[src/rtl/pc_pkg.sv]
// pc_pkg: shared types and helpers for the next-PC unit.
//   npc_sel_t        - next-PC source select, evaluated every cycle
//   PC_RESET_DEFAULT - default program-counter reset value
//   sext()           - sign-extend the low imm_w bits of a 64-bit word
package pc_pkg;

    typedef enum logic [2:0] {
        NPC_HOLD,
        NPC_RET,
        NPC_CALL,
        NPC_JMP,
        NPC_BR,
        NPC_SEQ
    } npc_sel_t;

    localparam int unsigned PC_RESET_DEFAULT = 0;

    // The caller zero-extends the raw field into 64 bits and truncates the
    // result back to its own width. Shifting the sign bit up to bit 63 and
    // arithmetic-shifting it back replicates bit imm_w-1 across the upper bits.
    function automatic logic [63:0] sext(input logic [63:0] raw, input int unsigned imm_w);
        return 64'($signed(raw << (64 - imm_w)) >>> (64 - imm_w));
    endfunction

endpackage

[src/rtl/pc_next_unit_ras.sv]
// ras_stack: circular return-address stack.
//   clk, rst           - clock, asynchronous active-high reset
//   push, pop          - push push_data / pop the top entry (pop wins if both)
//   push_data [N-1:0]  - return address to store
//   top_data  [N-1:0]  - most recently pushed entry
//   empty, full        - registered decode of the entry count
//   overflow           - push while full (oldest entry is overwritten)
//   underflow          - pop while empty (no state change)
module ras_stack #(
    parameter int unsigned N         = 16,
    parameter int unsigned RAS_DEPTH = 4
) (
    input  logic         clk,
    input  logic         rst,
    input  logic         push,
    input  logic         pop,
    input  logic [N-1:0] push_data,
    output logic [N-1:0] top_data,
    output logic         empty,
    output logic         full,
    output logic         overflow,
    output logic         underflow
);

    localparam int unsigned PTR_W = $clog2(RAS_DEPTH);
    localparam int unsigned CNT_W = $clog2(RAS_DEPTH + 1);

    logic [N-1:0]     mem [RAS_DEPTH];
    logic [PTR_W-1:0] ptr;
    logic [PTR_W-1:0] ptr_dec;
    logic [CNT_W-1:0] cnt;
    logic [CNT_W-1:0] cnt_nxt;
    logic             do_pop;
    logic             do_push;

    assign do_pop    = pop && !empty;
    assign do_push   = push && !pop;
    assign ptr_dec   = ptr - PTR_W'(1);
    assign top_data  = mem[ptr_dec];
    assign overflow  = do_push && full;
    assign underflow = pop && empty;

    // A push into a full stack wraps over the oldest slot, so count saturates.
    always_comb begin
        cnt_nxt = cnt;
        if (do_pop)
            cnt_nxt = cnt - CNT_W'(1);
        else if (do_push && !full)
            cnt_nxt = cnt + CNT_W'(1);
    end

    always_ff @(posedge clk or posedge rst) begin
        if (rst) begin
            ptr   <= '0;
            cnt   <= '0;
            empty <= 1'b1;
            full  <= 1'b0;
        end else begin
            cnt   <= cnt_nxt;
            empty <= (cnt_nxt == '0);
            full  <= (cnt_nxt == CNT_W'(RAS_DEPTH));
            if (do_pop)
                ptr <= ptr_dec;
            else if (do_push)
                ptr <= ptr + PTR_W'(1);
        end
    end

    // Contents are don't-care after reset, so storage has no reset term.
    always_ff @(posedge clk) begin
        if (do_push)
            mem[ptr] <= push_data;
    end

endmodule

[src/rtl/pc_next_unit.sv]
// pc_next_unit: program-counter register with next-PC selection.
//   Optional macro PC_NEXT_RAS_EN builds the return-address stack; without it
//   call acts as jump, ret acts as sequential and the RAS flags are constant.
//   clk, rst             - clock, asynchronous active-high reset
//   stall                - hold PC and RAS
//   branch_taken, imm    - relative branch to Branch_target
//   jump, jump_target    - absolute jump
//   call / ret           - push PC_plus_one and jump / pop into PC
//   PC_out               - registered PC
//   PC_plus_one          - PC_out + 1 (combinational)
//   Branch_target        - PC_plus_one + sext(imm) (combinational)
//   ras_empty, ras_full  - RAS occupancy flags
//   ras_err              - sticky overflow/underflow flag
module pc_next_unit
    import pc_pkg::*;
#(
    parameter int unsigned N         = 16,
    parameter int unsigned IMM_W     = 8,
    parameter int unsigned RAS_DEPTH = 4,
    parameter int unsigned RESET_PC  = PC_RESET_DEFAULT
) (
    input  logic             clk,
    input  logic             rst,
    input  logic             stall,
    input  logic             branch_taken,
    input  logic             jump,
    input  logic             call,
    input  logic             ret,
    input  logic [IMM_W-1:0] imm,
    input  logic [N-1:0]     jump_target,
    output logic [N-1:0]     PC_out,
    output logic [N-1:0]     PC_plus_one,
    output logic [N-1:0]     Branch_target,
    output logic             ras_empty,
    output logic             ras_full,
    output logic             ras_err
);

    npc_sel_t     sel;
    logic [N-1:0] pc_q;
    logic [N-1:0] pc_nxt;
    logic [N-1:0] imm_sx;

    assign imm_sx        = N'(sext(64'(imm), IMM_W));
    assign PC_out        = pc_q;
    assign PC_plus_one   = pc_q + N'(1);
    assign Branch_target = PC_plus_one + imm_sx;

    always_comb begin
        sel = NPC_SEQ;
        if (stall)
            sel = NPC_HOLD;
        else if (ret)
            sel = NPC_RET;
        else if (call)
            sel = NPC_CALL;
        else if (jump)
            sel = NPC_JMP;
        else if (branch_taken)
            sel = NPC_BR;
    end

`ifdef PC_NEXT_RAS_EN
    logic [N-1:0] ras_top;
    logic         ras_ovf;
    logic         ras_unf;

    ras_stack #(
        .N         (N),
        .RAS_DEPTH (RAS_DEPTH)
    ) u_ras (
        .clk       (clk),
        .rst       (rst),
        .push      (sel == NPC_CALL),
        .pop       (sel == NPC_RET),
        .push_data (PC_plus_one),
        .top_data  (ras_top),
        .empty     (ras_empty),
        .full      (ras_full),
        .overflow  (ras_ovf),
        .underflow (ras_unf)
    );

    always_ff @(posedge clk or posedge rst) begin
        if (rst)
            ras_err <= 1'b0;
        else if (ras_ovf || ras_unf)
            ras_err <= 1'b1;
    end
`else
    logic [N-1:0] ras_top;

    // Without a stack a return simply falls through to the next instruction.
    assign ras_top   = PC_plus_one;
    assign ras_empty = 1'b1;
    assign ras_full  = 1'b0;
    assign ras_err   = 1'b0;
`endif

    always_comb begin
        pc_nxt = pc_q;
        case (sel)
            NPC_HOLD: pc_nxt = pc_q;
            NPC_RET:  pc_nxt = ras_empty ? PC_plus_one : ras_top;
            NPC_CALL: pc_nxt = jump_target;
            NPC_JMP:  pc_nxt = jump_target;
            NPC_BR:   pc_nxt = Branch_target;
            NPC_SEQ:  pc_nxt = PC_plus_one;
            default:  pc_nxt = pc_q;
        endcase
    end

    always_ff @(posedge clk or posedge rst) begin
        if (rst)
            pc_q <= N'(RESET_PC);
        else
            pc_q <= pc_nxt;
    end

endmodule

[config.mk]
export PLATFORM = sky130hd
export DESIGN_NAME = pc_next_unit
export DESIGN_NICKNAME = d
export VERILOG_FILES = /design/src/rtl/pc_pkg.sv /design/src/rtl/pc_next_unit_ras.sv /design/src/rtl/pc_next_unit.sv
export SDC_FILE = /design/constraint.sdc
export NUM_CORES = 1
export LEC_CHECK = 0
export ABC_AREA = 1
export CAP_MARGIN = 30
export CORE_MARGIN = 5
export CORE_UTILIZATION = 40
export DETAILED_ROUTE_END_ITERATION = 12
export GPL_TIMING_DRIVEN = 1
export PLACE_DENSITY = 0.81
export SETUP_SLACK_MARGIN = 0.4
export SYNTH_ARGS = -nofsm -noshare
export SYNTH_HDL_FRONTEND = slang
export SYNTH_SLANG_ARGS = --single-unit
[constraint.sdc]
create_clock -name clk -period 3.5 [get_ports clk]
set_input_delay 0.525 -clock clk [delete_from_list [all_inputs] [get_ports clk]]
set_output_delay 0.525 -clock clk [all_outputs]
set_load 0.03 [all_outputs]
# Yosys cells after proc, flatten, opt, wreduce, memory -nomap -nowiden
# Cells that the tools add are included.
[totals] n_memories=0 register_bits=16 inputBits=31 word_cells=17 mem_bits_ro=0 ramBits=0 latchBits=0
[op_classes] n_eq_ne=5 n_mul=0 div_mod_pow=0 reduce_logical=3 muxes=6 addsub=2 n_bitwise=0 order_cmp=0 n_shift=0
[op_table] op="case mux 16 bit (3 select lines)" n=1
[op_table] op="adder 16 x 1 -> 16 bit, second input constant" n=1
[op_table] op="adder 16 bit" n=1
[op_table] op="two-way mux 3 bit" n=4
[op_table] op="equality test 3 x 2 -> 1 bit, second input constant" n=2
[op_table] op="equality test 3 bit, second input constant" n=2
[op_table] op="OR reduction 2 bit" n=2
[op_table] op="equality test 3 x 1 -> 1 bit, second input constant" n=1
[op_table] op="nonzero test 3 bit" n=1
[op_table] op="two-way mux 1 bit" n=1

# Depth between registers and ports, before layout
[depth] ltp_word=8 depth_mapped=20

# Least setup slack after synthesis
# No wires, ideal clock.
[synth_path] path_kind="reg-to-output" startpoint="register pc_q[0] (netlist: PC_out[0])" endpoint="output port Branch_target[10]" stages_incl_launch_ff=14 arrival_ps=2922 path_slack_ps=53 required_time_ps=2975 path_cell_list="dfrtp_1 -> inv_2 -> nor2_4 -> nand2_4 -> nor2_1 -> xor2_1 -> ha_1 -> nand2_1 -> inv_1 -> nand2_1 -> nand2_1 -> inv_1 -> nand2_1 -> xor2_1"
[synth_between] elab_chain_cells=2
[synth_rtl] element="start: declaration" line="pc_next_unit.sv:40" rtl="logic [N-1:0] pc_q;"
[synth_rtl] element="start signal: assignment" line="pc_next_unit.sv:115" rtl="pc_q <= N'(RESET_PC);"
[synth_rtl] element="start signal: assignment" line="pc_next_unit.sv:117" rtl="pc_q <= pc_nxt;"
[synth_rtl] element="adder 16 x 1 -> 16 bit" line="pc_next_unit.sv:46" rtl="assign PC_plus_one = pc_q + N'(1);"
[synth_rtl] element="named net PC_plus_one[0]" line="pc_next_unit.sv:32" rtl="output logic [N-1:0] PC_plus_one,"
[synth_rtl] element="adder 16 bit" line="pc_next_unit.sv:47" rtl="assign Branch_target = PC_plus_one + imm_sx;"
[synth_rtl] element="end: declaration" line="pc_next_unit.sv:33" rtl="output logic [N-1:0] Branch_target,"
# The timed path passes the listed nets, and every way through them passes these cells.

# Worst setup path after layout
[layout_path] startpoint="register pc_q[1] (netlist: PC_out[1])" endpoint="output port Branch_target[15]"
[layout_between] elab_chain_cells=2
[layout_rtl] element="adder 16 x 1 -> 16 bit" line="pc_next_unit.sv:46"
[layout_rtl] element="adder 16 bit" line="pc_next_unit.sv:47"
# No other way between the ends.

==> results.cfg <==
[status]
status = finished, final reports clean

[logic_synthesis]
synth_edf_count = 0
synth_ff_type = dfrtp_1
ys_types = 38
syn_area_sq_um = 2270
avgSynthCellArea_sq_um = 6.20
ys_seq_area_frac = 0.176
async_reset_ff_frac = 1.00
synthCells = 367
ys_warn_count = 0
ys_ff_latch = 16

[power]
internal_power_mw = 1.04
clkPwrFrac = 0.071
power.total_mw = 2.16
power.share.sequential = 0.125
comb_power_share = 0.803
switching_power_mw = 1.12
leakage_nw = 1.92
ir_worst_vdd_mv = 0.370
p_per_area_nw_per_um2 = 536
switching_share = 0.517

[detailed_routing]
detail-route-antenna-nets = 0
avgViaCountPerCell = 5.30
drt_iter0_drc = 260
routedWlPerCell_microns = 17.3
via_count = 2956
wl_microns = 9670
drc = 0
first_pass_iters = 5

[floorplan]
pin_count = 82
die_area_sq_um = 7290
initial_core_util = 0.413
die_width_microns = 85.4
die_h_microns = 85.4
rows = 27
core_area_sq_um = 5510

[timing]
fmax_mhz = 295
whs_ns = 0.625
fin_skew_ns = 0.00430
layout_min_cycle_time_ns = 3.40
worst_pin_slew_ns = 0.679
relSlewSlack = 0.547
drv_slew = 0
min_period_over_period = 0.970
postLayoutSetupSlackWorst_ns = 0.105
final.setup.tns_ns = 0
hold_viol = 0
finalSetupViolations = 0
rsz0062_at_grt = yes

[placement]
pre_cts_ws_ns = 0.127
dp.cells = 512
post_dp_cell_area_sq_um = 3210
numPortBuffers = 78
hpwlAfterDp_microns = 6120
place.gp.congestion = 0.899

[cts]
cts_tree = done
numCtsBuffers = 3
clk_latency_ns = 0.26
holdBufCountCts = 0
clock_sinks = 16
clkTransAtPathRegs_ns = 0.07
cts_buffer_depth = 2
ctsRootBufferMaster = clkbuf_8
htreeDepth = 1

[setup_path]
worstPathMaxFanout = 4
cp-end-kind = output port
path_class = flop to output port
required_ns = 2.97
critPathArrivalTime_ns = 2.87
reg2reg_slack_ns = 0.25
critPathLaunchType = flop

[global_route]
grt_max_degree = 17
grt_first_pass_wirelength_microns = 13300
track_usage = 0.229
antenna_found_initial = 0
grt_overflow = 0
grt_pass1_vias = 2685

[cells_and_area]
largest_reg_flops = 16
area_growth_pct = 77.2
nets = 536
antenna_cells = 0
utilization = 0.732
final_area_sq_um = 4030
drive_above_1_share = 0.377
layout.cells.non_filler = 558

[run]
maxCapViolations = 0

[hold_path]
min_path_type = flop to flop
layout by cell type (no fill, tap or decap), drive strengths merged:
| cell type | synthesis | final |
|---|---|---|
| inv | 60 | 60 |
| clkdlybuf4s50 | 0 | 63 |
| a21o | 1 | 1 |
| xnor2 | 2 | 2 |
| nor3 | 5 | 5 |
| a32oi | 3 | 3 |
| dlymetal6s2s | 0 | 1 |
| o21bai | 2 | 2 |
| nand3 | 19 | 19 |
| nor2 | 39 | 39 |
| and2 | 6 | 6 |
| dfrtp | 16 | 16 |
| clkinv | 1 | 1 |
| nand2 | 115 | 115 |
| a22oi | 3 | 3 |
| nand3b | 3 | 3 |
| or2 | 1 | 1 |
| dlygate4sd2 | 0 | 1 |
| fa | 1 | 1 |
| clkdlybuf4s15 | 0 | 1 |
| nand4 | 2 | 2 |
| buf | 7 | 56 |
| a31oi | 6 | 6 |
| o21ai | 4 | 4 |
| nor4 | 1 | 1 |
| clkbuf | 2 | 5 |
| ha | 17 | 17 |
| xor2 | 14 | 14 |
| a21oi | 35 | 35 |
| conb | 2 | 3 |
final timing paths:
check	from	end	cells past startpoint
worst min register to register	PC_out[5]	PC_out[5]	2
min in group asynchronous	rst	PC_out[3]	2
worst max-delay path	PC_out[1]	Branch_target[15]	19
max in group asynchronous	rst	PC_out[6]	2
worst max register to register	PC_out[1]	PC_out[12]	24
worst min-delay path	PC_out[5]	PC_out[5]	2
power by group through the flow:
stage	registers, mW	logic, mW	clock network [mW]
after floorplan	0.313	0.788	0
after global placement	0.265	1.28	0
after detailed placement	0.267	1.30	0
after CTS	0.264	1.45	0.154
after global routing	0.273	1.82	0.167
final	0.270	1.73	0.154
what timing repair did:
action | 4_1_cts | 5_1_grt
setup buffers | 17 | 25
gates resized for setup | 55 | 74
pin swaps | 18 | 46
endpoints found under the setup margin | 12 | 14
critical path, stage by stage (launching register included):
cell	delay [ns]
dfrtp_2	0.43
ha_4	0.17
nand2_4	0.07
inv_4	0.09
nand2_4	0.08
nor3_4	0.19
nand2_1	0.14
nand2_1	0.12
and2_4	0.17
ha_4	0.20
nand2_2	0.10
inv_1	0.07
nand2_1	0.08
nand2_1	0.07
a21oi_2	0.15
nand2_4	0.09
inv_2	0.06
nand2_2	0.05
and2_4	0.15
buf_6	0.13
final cells by class:
| type | count | area, sq um |
|---|---|---|
| multi-input cells | 282 | 2090 |
| fillers | 390 | 1480 |
| repair buffers | 123 | 1160 |
| flip-flops and latches | 16 | 412 |
| inverters | 61 | 234 |
| well taps | 72 | 90.1 |
| clock buffers | 4 | 45.0 |
cell families (layout without fill, tap and decap cells):
group,count (synthesis),after routing,share of synthesized area
AO/OA/AOI/OAI,54,54,0.139
XOR/XNOR,16,16,0.0715
adder cells (fa/ha/maj),18,18,0.102
buffers and inverters,70,188,0.123
flip-flops,16,16,0.176
other,2,3,0.00330
AND/OR/NAND/NOR,191,191,0.386
Yosys cell counts, types with 3 or more instances:
cell type | number | area share
and2_1 | 6 | 0.017
a31oi_1 | 6 | 0.017
a32oi_1 | 3 | 0.012
a21oi_2 | 3 | 0.012
xor2_1 | 12 | 0.046
inv_1 | 57 | 0.094
nor2_4 | 3 | 0.015
o21ai_0 | 3 | 0.0066
nor2_1 | 35 | 0.058
a21oi_1 | 32 | 0.070
nand3b_1 | 3 | 0.0099
dfrtp_1 | 16 | 0.18
inv_2 | 3 | 0.0050
buf_2 | 4 | 0.0088
nand2_2 | 10 | 0.028
nand2_1 | 104 | 0.17
ha_1 | 17 | 0.094
a22oi_1 | 3 | 0.0099
nor3_1 | 4 | 0.0088
buf_4 | 3 | 0.0099
nand3_1 | 17 | 0.037
metal layers:
layer  vias to the layer above  wire length (microns)  GRT usage
li1                       1388                      -          -
met1                      1377                   3670      0.267
met2                       164                   4900      0.418
met3                        27                    850     0.0379
met4                         0                    245     0.0763
met5                         -                      0          0
Power figures use the tool's default switching activity.
